==> src/rtl/io_pkg.sv <==
// rtl/io_pkg.sv - shared IO-bus address map, converter sizing and FSM state type
package io_pkg;

  localparam logic [7:0] ADDR_DISP0 = 8'h80;
  localparam logic [7:0] ADDR_DISP1 = 8'h84;
  localparam logic [7:0] ADDR_DISP2 = 8'h88;
  localparam logic [7:0] ADDR_CONV  = 8'h8C;

  localparam int BIN_W  = 16;
  localparam int DIGITS = 5;

  typedef enum logic {
    IDLE,
    SHIFT
  } conv_state_t;

endpackage

==> src/rtl/io_bcd_converter_if.sv <==
// rtl/io_bcd_converter_if.sv - CPU IO bus bundle between the CPU and the BCD converter
interface io_bcd_converter_if;
  import io_pkg::*;

  logic [31:0] addr;
  logic [31:0] datain;
  logic        write_io_enable;
  logic [31:0] io_read_data;

  modport master (
    output addr,
    output datain,
    output write_io_enable,
    input  io_read_data
  );

  modport slave (
    input  addr,
    input  datain,
    input  write_io_enable,
    output io_read_data
  );

endinterface

==> src/rtl/bcd_digit_adj.sv <==
// rtl/bcd_digit_adj.sv - double-dabble nibble correction: add 3 when the digit is 5 or more
module bcd_digit_adj
  import io_pkg::*;
(
  input  logic [3:0] din,
  output logic [3:0] dout
);

  assign dout = (din >= 4'd5) ? din + 4'd3 : din;

endmodule

==> src/rtl/io_bcd_converter.sv <==
// rtl/io_bcd_converter.sv - sequential binary-to-BCD converter on the IO bus
module io_bcd_converter #(
  parameter int         BIN_W     = io_pkg::BIN_W,
  parameter int         DIGITS    = io_pkg::DIGITS,
  parameter logic [5:0] CONV_ADDR = io_pkg::ADDR_CONV[7:2]
) (
  input  logic                  io_clk,
  input  logic                  clrn,
  io_bcd_converter_if.slave     bus,
  output logic [4*DIGITS-1:0]   bcd_out,
  output logic                  done,
  output logic                  busy
);
  import io_pkg::*;

  localparam int BCD_W = 4 * DIGITS;
  localparam int SR_W  = BCD_W + BIN_W;
  localparam int CNT_W = $clog2(BIN_W);

  conv_state_t      state, state_nxt;
  logic [SR_W-1:0]  sreg;
  logic [SR_W-1:0]  sreg_shifted;
  logic [BCD_W-1:0] bcd_adj;
  logic [CNT_W-1:0] cnt;
  logic             pend_valid;
  logic [BIN_W-1:0] pend_data;
  logic             sel;
  logic             wr_hit;
  logic             last_shift;
  logic             unused_bits;

  assign sel        = (bus.addr[7:2] == CONV_ADDR);
  assign wr_hit     = bus.write_io_enable && sel;
  assign last_shift = (state == SHIFT) && (cnt == CNT_W'(BIN_W - 1));
  assign unused_bits = ^{bus.addr[31:8], bus.addr[1:0], bus.datain[31:BIN_W]};

  for (genvar g = 0; g < DIGITS; g++) begin : g_adj
    bcd_digit_adj u_adj (
      .din  (sreg[BIN_W + 4*g +: 4]),
      .dout (bcd_adj[4*g +: 4])
    );
  end

  assign sreg_shifted = {bcd_adj, sreg[BIN_W-1:0]} << 1;

  always_ff @(posedge io_clk or negedge clrn) begin
    if (!clrn) state <= IDLE;
    else       state <= state_nxt;
  end

  always_comb begin
    state_nxt = state;
    case (state)
      IDLE:    if (wr_hit) state_nxt = SHIFT;
      SHIFT:   if (last_shift && !pend_valid && !wr_hit) state_nxt = IDLE;
      default: state_nxt = IDLE;
    endcase
  end

  // On the final shift a pending value takes priority; a coincident write then refills pending.
  always_ff @(posedge io_clk or negedge clrn) begin
    if (!clrn) begin
      sreg       <= '0;
      cnt        <= '0;
      bcd_out    <= '0;
      done       <= 1'b0;
      pend_valid <= 1'b0;
      pend_data  <= '0;
    end else begin
      done <= 1'b0;
      case (state)
        IDLE: begin
          if (wr_hit) begin
            sreg <= {{BCD_W{1'b0}}, bus.datain[BIN_W-1:0]};
            cnt  <= '0;
          end
        end
        SHIFT: begin
          if (!last_shift) begin
            sreg <= sreg_shifted;
            cnt  <= cnt + 1'b1;
            if (wr_hit) begin
              pend_valid <= 1'b1;
              pend_data  <= bus.datain[BIN_W-1:0];
            end
          end else begin
            bcd_out <= sreg_shifted[SR_W-1:BIN_W];
            done    <= 1'b1;
            cnt     <= '0;
            if (pend_valid) begin
              sreg       <= {{BCD_W{1'b0}}, pend_data};
              pend_valid <= wr_hit;
              if (wr_hit) pend_data <= bus.datain[BIN_W-1:0];
            end else if (wr_hit) begin
              sreg <= {{BCD_W{1'b0}}, bus.datain[BIN_W-1:0]};
            end else begin
              sreg <= sreg_shifted;
            end
          end
        end
        default: ;
      endcase
    end
  end

  assign busy = (state == SHIFT);

  assign bus.io_read_data = sel ? 32'({pend_valid, busy, bcd_out}) : 32'h0;

endmodule

==> src/flat_wrapper.sv <==
// flat-port wrapper written by rule: the top's interface ports become plain ports
module io_bcd_converter_flat import io_pkg::*;
#(
  parameter int         BIN_W     = io_pkg::BIN_W,
  parameter int         DIGITS    = io_pkg::DIGITS,
  parameter logic [5:0] CONV_ADDR = io_pkg::ADDR_CONV[7:2]
)
  (io_clk, clrn, bcd_out, done, busy, bus_addr, bus_datain, bus_write_io_enable, bus_io_read_data);
  io_bcd_converter_if bus_i ();
  input  logic io_clk;
  input  logic clrn;
  output logic [4*DIGITS-1:0] bcd_out;
  output logic done;
  output logic busy;
  input wire logic [$bits(bus_i.addr)-1:0] bus_addr;
  input wire logic [$bits(bus_i.datain)-1:0] bus_datain;
  input wire logic [$bits(bus_i.write_io_enable)-1:0] bus_write_io_enable;
  output wire logic [$bits(bus_i.io_read_data)-1:0] bus_io_read_data;
  assign bus_i.addr = bus_addr;
  assign bus_i.datain = bus_datain;
  assign bus_i.write_io_enable = bus_write_io_enable;
  assign bus_io_read_data = bus_i.io_read_data;
  io_bcd_converter #(.BIN_W(BIN_W), .DIGITS(DIGITS), .CONV_ADDR(CONV_ADDR)) u_core (.io_clk(io_clk), .clrn(clrn), .bus(bus_i), .bcd_out(bcd_out), .done(done), .busy(busy));
endmodule
==> config.mk <==
export PLATFORM = sky130hd
export DESIGN_NAME = io_bcd_converter_flat
export DESIGN_NICKNAME = d
export VERILOG_FILES = /design/src/rtl/io_pkg.sv /design/src/rtl/io_bcd_converter_if.sv /design/src/rtl/bcd_digit_adj.sv /design/src/rtl/io_bcd_converter.sv /design/src/flat_wrapper.sv
export SDC_FILE = /design/constraint.sdc
export NUM_CORES = 1
export LEC_CHECK = 0
export BUFFER_PORTS_ARGS = -buffer_cell sky130_fd_sc_hd__buf_2
export CAP_MARGIN = 20
export CORE_ASPECT_RATIO = 1.75
export CORE_UTILIZATION = 55
export CTS_BUF_LIST = sky130_fd_sc_hd__clkbuf_4 sky130_fd_sc_hd__clkbuf_8 sky130_fd_sc_hd__clkbuf_16
export DETAILED_ROUTE_END_ITERATION = 10
export PLACE_DENSITY_LB_ADDON = 0.12
export SLEW_MARGIN = 10
export SYNTH_ARGS = -nofsm -noshare
export SYNTH_HDL_FRONTEND = slang
export SYNTH_SLANG_ARGS = --single-unit
==> constraint.sdc <==
create_clock -name io_clk -period 3.9 [get_ports io_clk]
set_input_delay 0.78 -clock io_clk [delete_from_list [all_inputs] [get_ports io_clk]]
set_output_delay 0.78 -clock io_clk [all_outputs]
set_load 0.01 [all_outputs]
Word-level counts from Yosys, hierarchy flattened
Cells that the tools add are included.
- add/subtract/negate cells: 6
- muxes and demuxes: 25
- bitwise logic cells: 1
- reductions and logical operators: 10
- eq/ne operators: 4
- $lt $le $gt $ge: 5
- operator list (kind ; count):
    36-bit 2-to-1 mux ; 4
    36-bit case mux with 2 select lines ; 1
    16-bit 2-to-1 mux ; 3
    4-bit 2-to-1 mux ; 6
    22-bit 2-to-1 mux ; 1
    4-bit by 3-bit greater-or-equal comparator with 1-bit output (second input constant) ; 5
    4-bit by 2-bit adder with 4-bit output (second input constant) ; 4
    4-bit case mux with 2 select lines ; 1
    1-bit 2-to-1 mux ; 7
    6-bit equality test (second input constant) ; 1
    2-bit AND reduction ; 3
    4-bit by 1-bit adder with 4-bit output (second input constant) ; 1
    4-bit equality test (second input constant) ; 1
    1-bit logical AND ; 4
    2-bit by 1-bit inequality test with 1-bit output (second input constant) ; 2
    3-bit by 2-bit adder with 3-bit output (second input constant) ; 1
    3-bit 2-to-1 mux ; 1
    1-bit zero test ; 2
    1-bit case mux with 2 select lines ; 1
    2-bit nonzero test ; 1
    1-bit inverter ; 1
- input bits: 67
- output and inout bits: 54
- flip-flop bits (word level): 79
- logic and storage cells: 58

Depth between registers and ports, before layout
- word-level depth: 6
- mapped depth: 6
- gate-level depth less buffers: 6

Hierarchy
From an unflattened synthesis, not the netlist that was laid out.
- cell total of the unflattened synthesis: 426
- area, all modules: 4149.0 um^2
- by module, submodules not included (module ; area an instance (um^2) ; cells an instance ; instances):
    io_bcd_converter ; 3642.2 ; 346 ; 1
    bcd_digit_adj ; 101.3 ; 16 ; 5

Worst setup path before layout
Ideal clock, no wire load.
- path kind: input to output
- start point: input port bus_addr[4]
- end point: output port bus_io_read_data[10]
- path buffers: 1
- stages: 4
- data arrival time: 1683 ps
- path slack: 1437 ps
- required time: 3120 ps
- path through: and4bb_2 and3b_2 clkbuf_1 and2_1
- word-level cells in the longest chain between the ends: 2
- ends and longest elaborated chain (what ; line ; source):
    start, declared ; flat_wrapper.sv:15 ; input wire logic [$bits(bus_i.addr)-1:0] bus_addr;
    6-bit equality test ; io_bcd_converter.sv:32 ; assign sel = (bus.addr[7:2] == CONV_ADDR);
    22-bit 2-to-1 mux ; io_bcd_converter.sv:108 ; assign bus.io_read_data = sel ? 32'({pend_valid, busy, bcd_out}) : 32'h0;
    end, declared ; flat_wrapper.sv:18 ; output wire logic [$bits(bus_i.io_read_data)-1:0] bus_io_read_data;
Every way passes these cells.

Worst setup path after layout
- start point: input port bus_addr[4]
- end point: output port bus_io_read_data[21]
Same word-level chain as after synthesis.

==> results.ini <==
[detailed_routing]
drt_iter0_drc=172
wl_met3_um=260
wirelength_um=7790
wl_met2_um=4180
drc=0
vias_per_cell=5.54
wl_met1_um=3250
top_layer=met4
vias=2842
dr.pass1.iters=4
antenna_left=0
wire_per_inst_um=15.2

[die]
dieArea_um2=7450
ios=121
rows=40
design.core.area_um2=6860
die_x_um=65.7
die_y_um=113
start_util_pct=56.9

[timing]
fin_crit_sh_pct=70.2
setup_viol=0
max_freq_mhz=365
rsz0062_at_grt=no
min_period_ns=2.74
worst_slew_pin_slew_ns=0.723
tns_ns=0
timing.hold.ws_ns=0.293
finClkSkew_ns=0.00597
slew_violations=0
hold_violations=0
max_slew_margin_pct=51.3

[placement]
place_congestion=0.788
port_buffers=68
hpwl_um=5360
placed_area_um2=4240

[clock_tree]
postCtsSetupRepairBufs=0
cts_hold_buf=0
clk_latency_ns=0.33
post_cts_resize_count=0
clk_path_buf_depth=2
clock_sinks=79
cts-root-buf=clkbuf_16
path_clk_slew_ns=0.06
cts_tree=built
htreeDepth=3
cts_made_buffers=9

[cells_and_area]
syn2layout_area_growth_pct=17.1
multi_input_area_um2=1740
nFillCells=535
fin_area_um2=4570
mostFrequentLayoutCells=79 x dfrtp_1, 67 x buf_2, 46 x nand2_1, 45 x o21ai_0, 22 x and2_1
layout_commonest_cell=dfrtp_1
final-seq-area_um2=1980
n_antenna_cell=0
drive_above_1_share_pct=28.4
finalNetCount=502

[synthesis]
synth_top_area_share_pct=50.6
syn-cell-area_um2=3900
synth.distinct_cells=41
yosysSeqAreaShare_pct=50.6
synthTopCellsByArea=dfrtp_1 51%, o21ai_0 5.8%, nand2_1 4.4%, and2_1 3.5%, ha_1 3.5%
yosysWarningCount=0
synthCells=358
synth.avg_cell_area_um2=10.9
synth_seq_cells=79
synth_top_area_cell=dfrtp_1

[critical_path]
worstPathRequired_ns=3.12
worstSetupPathType=in2out
end_kind=output pin
startpoint_type=primary input
critical_path_arrival_ns=1.96
cp_max_fo=22

[power]
worst_ir_drop_vdd_mv=0.367
cellPowerDensity_nw_per_um2=629
power.static_leakage_nw=2.31

[hold_path]
hp-class=in2async

[grt]
grt_antenna_before_repair=0
globalRoute.totalOverflow=0
grt_pass1_wl_um=13100
grt_usage_pct=23.4
grt_pass1_vias=2788
grt_max_degree=80

[outcome]
status=finished, final reports clean

[run]
timing.max_cap.violations=0

[synthesized netlist by cell type]
cell	number
nand3_1	1
and3b_1	1
buf_4	11
a21oi_2	1
a221o_2	2
clkbuf_2	1
and4bb_2	1
nand2_1	46
conb_1	1
mux2i_1	2
clkbuf_1	7
buf_8	1
a31oi_1	6
nand2b_1	6
o21ai_4	1
a22o_2	1
and3b_2	1
mux2_4	9
a21boi_0	1
inv_1	14
nand3_2	1
buf_6	1
and2_4	1
nand4_2	1
o21ai_0	45
buf_2	5
nor3b_1	10
mux2_2	12
o21a_1	2
a21oi_1	14
nor2_4	2
a32o_1	1
nand4_1	1
a22o_1	15
and2_1	22
ha_1	11
nand2_4	1
a222oi_1	1
dfrtp_1	79
a221o_1	13
xnor2_1	6
[power by group]
part           switching [mW]  total, mW  leakage [nW]  internal [mW]
Clock                   0.310      0.833         0.153          0.524
Sequential              0.189       1.22          1.06           1.03
Combinational           0.431      0.825          1.10          0.395
Total                   0.929       2.88          2.31           1.95
[cell type report]
| type | instances | share of cell area, % |
|---|---|---|
| Sequential cell | 79 | 43.3 |
| Multi-Input combinational cell | 248 | 38.1 |
| Timing Repair Buffer | 72 | 8.60 |
| Clock buffer | 12 | 5.56 |
| Tap cell | 84 | 2.30 |
| Inverter | 14 | 1.15 |
| Clock inverter | 4 | 0.986 |
[routing by layer]
layer / vias up / global-route usage, %
met2: 61 / 40.1
met4: 0 / 9.13
met5: - / 0
met3: 8 / 5.30
li1: 1379 / -
met1: 1394 / 27.7
[kinds of logic (layout without fill, tap and decap cells)]
family / after synthesis / count (layout) / share of synthesized area (%)
flops: 79 / 79 / 50.6
xor+xnor: 6 / 6 / 1.35
other cells: 1 / 10 / 0.0961
fa+ha+maj: 11 / 11 / 3.53
mux: 23 / 23 / 7.44
compound gates: 103 / 103 / 17.8
buf+inv: 40 / 102 / 5.58
simple gates: 95 / 95 / 13.6
[flip-flops by register name, summed over array words and instances (netlist names)]
name,cells
u_core.cnt,4
u_core.sreg,36
u_core.pend_valid,1
u_core.busy,1
u_core.pend_data,16
u_core.done,1
u_core.bcd_out,20
[worst max-delay path, stage by stage]
cell and delay (ns):
buf_2 0.12, and4bb_2 0.34, and3b_2 0.41, and2_1 0.18
buf_2 0.13
[per-stage QoR]
stage | total power [mW] | setup WS [ns] | util [%] | std cells
after floorplan | 1.82 | 1.44 | - | 367
after CTS | 2.90 | 1.15 | 66.2 | 512
after global placement | 2.00 | 1.15 | 61.9 | 496
after global routing | 3.07 | 1.06 | 66.6 | 513
after detailed placement | 2.05 | 1.15 | 61.9 | 496
final | 2.88 | 1.16 | 66.6 | 513
[worst paths after layout]
check	slack, ns	cells after the start	endpoint	startpoint
setup / recovery	1.16	5	bus_io_read_data[21]	bus_addr[4]
setup reg to reg	1.90	6	u_core.sreg[1]	u_core.cnt[0]
hold reg to reg	0.48	2	u_core.sreg[33]	u_core.sreg[33]
min in group io_clk	0.48	2	u_core.sreg[33]	u_core.sreg[33]
max in group asynchronous	3.02	2	u_core.busy	clrn
hold / removal	0.29	1	u_core.bcd_out[16]	clrn
(Power assumes the default switching activity.)
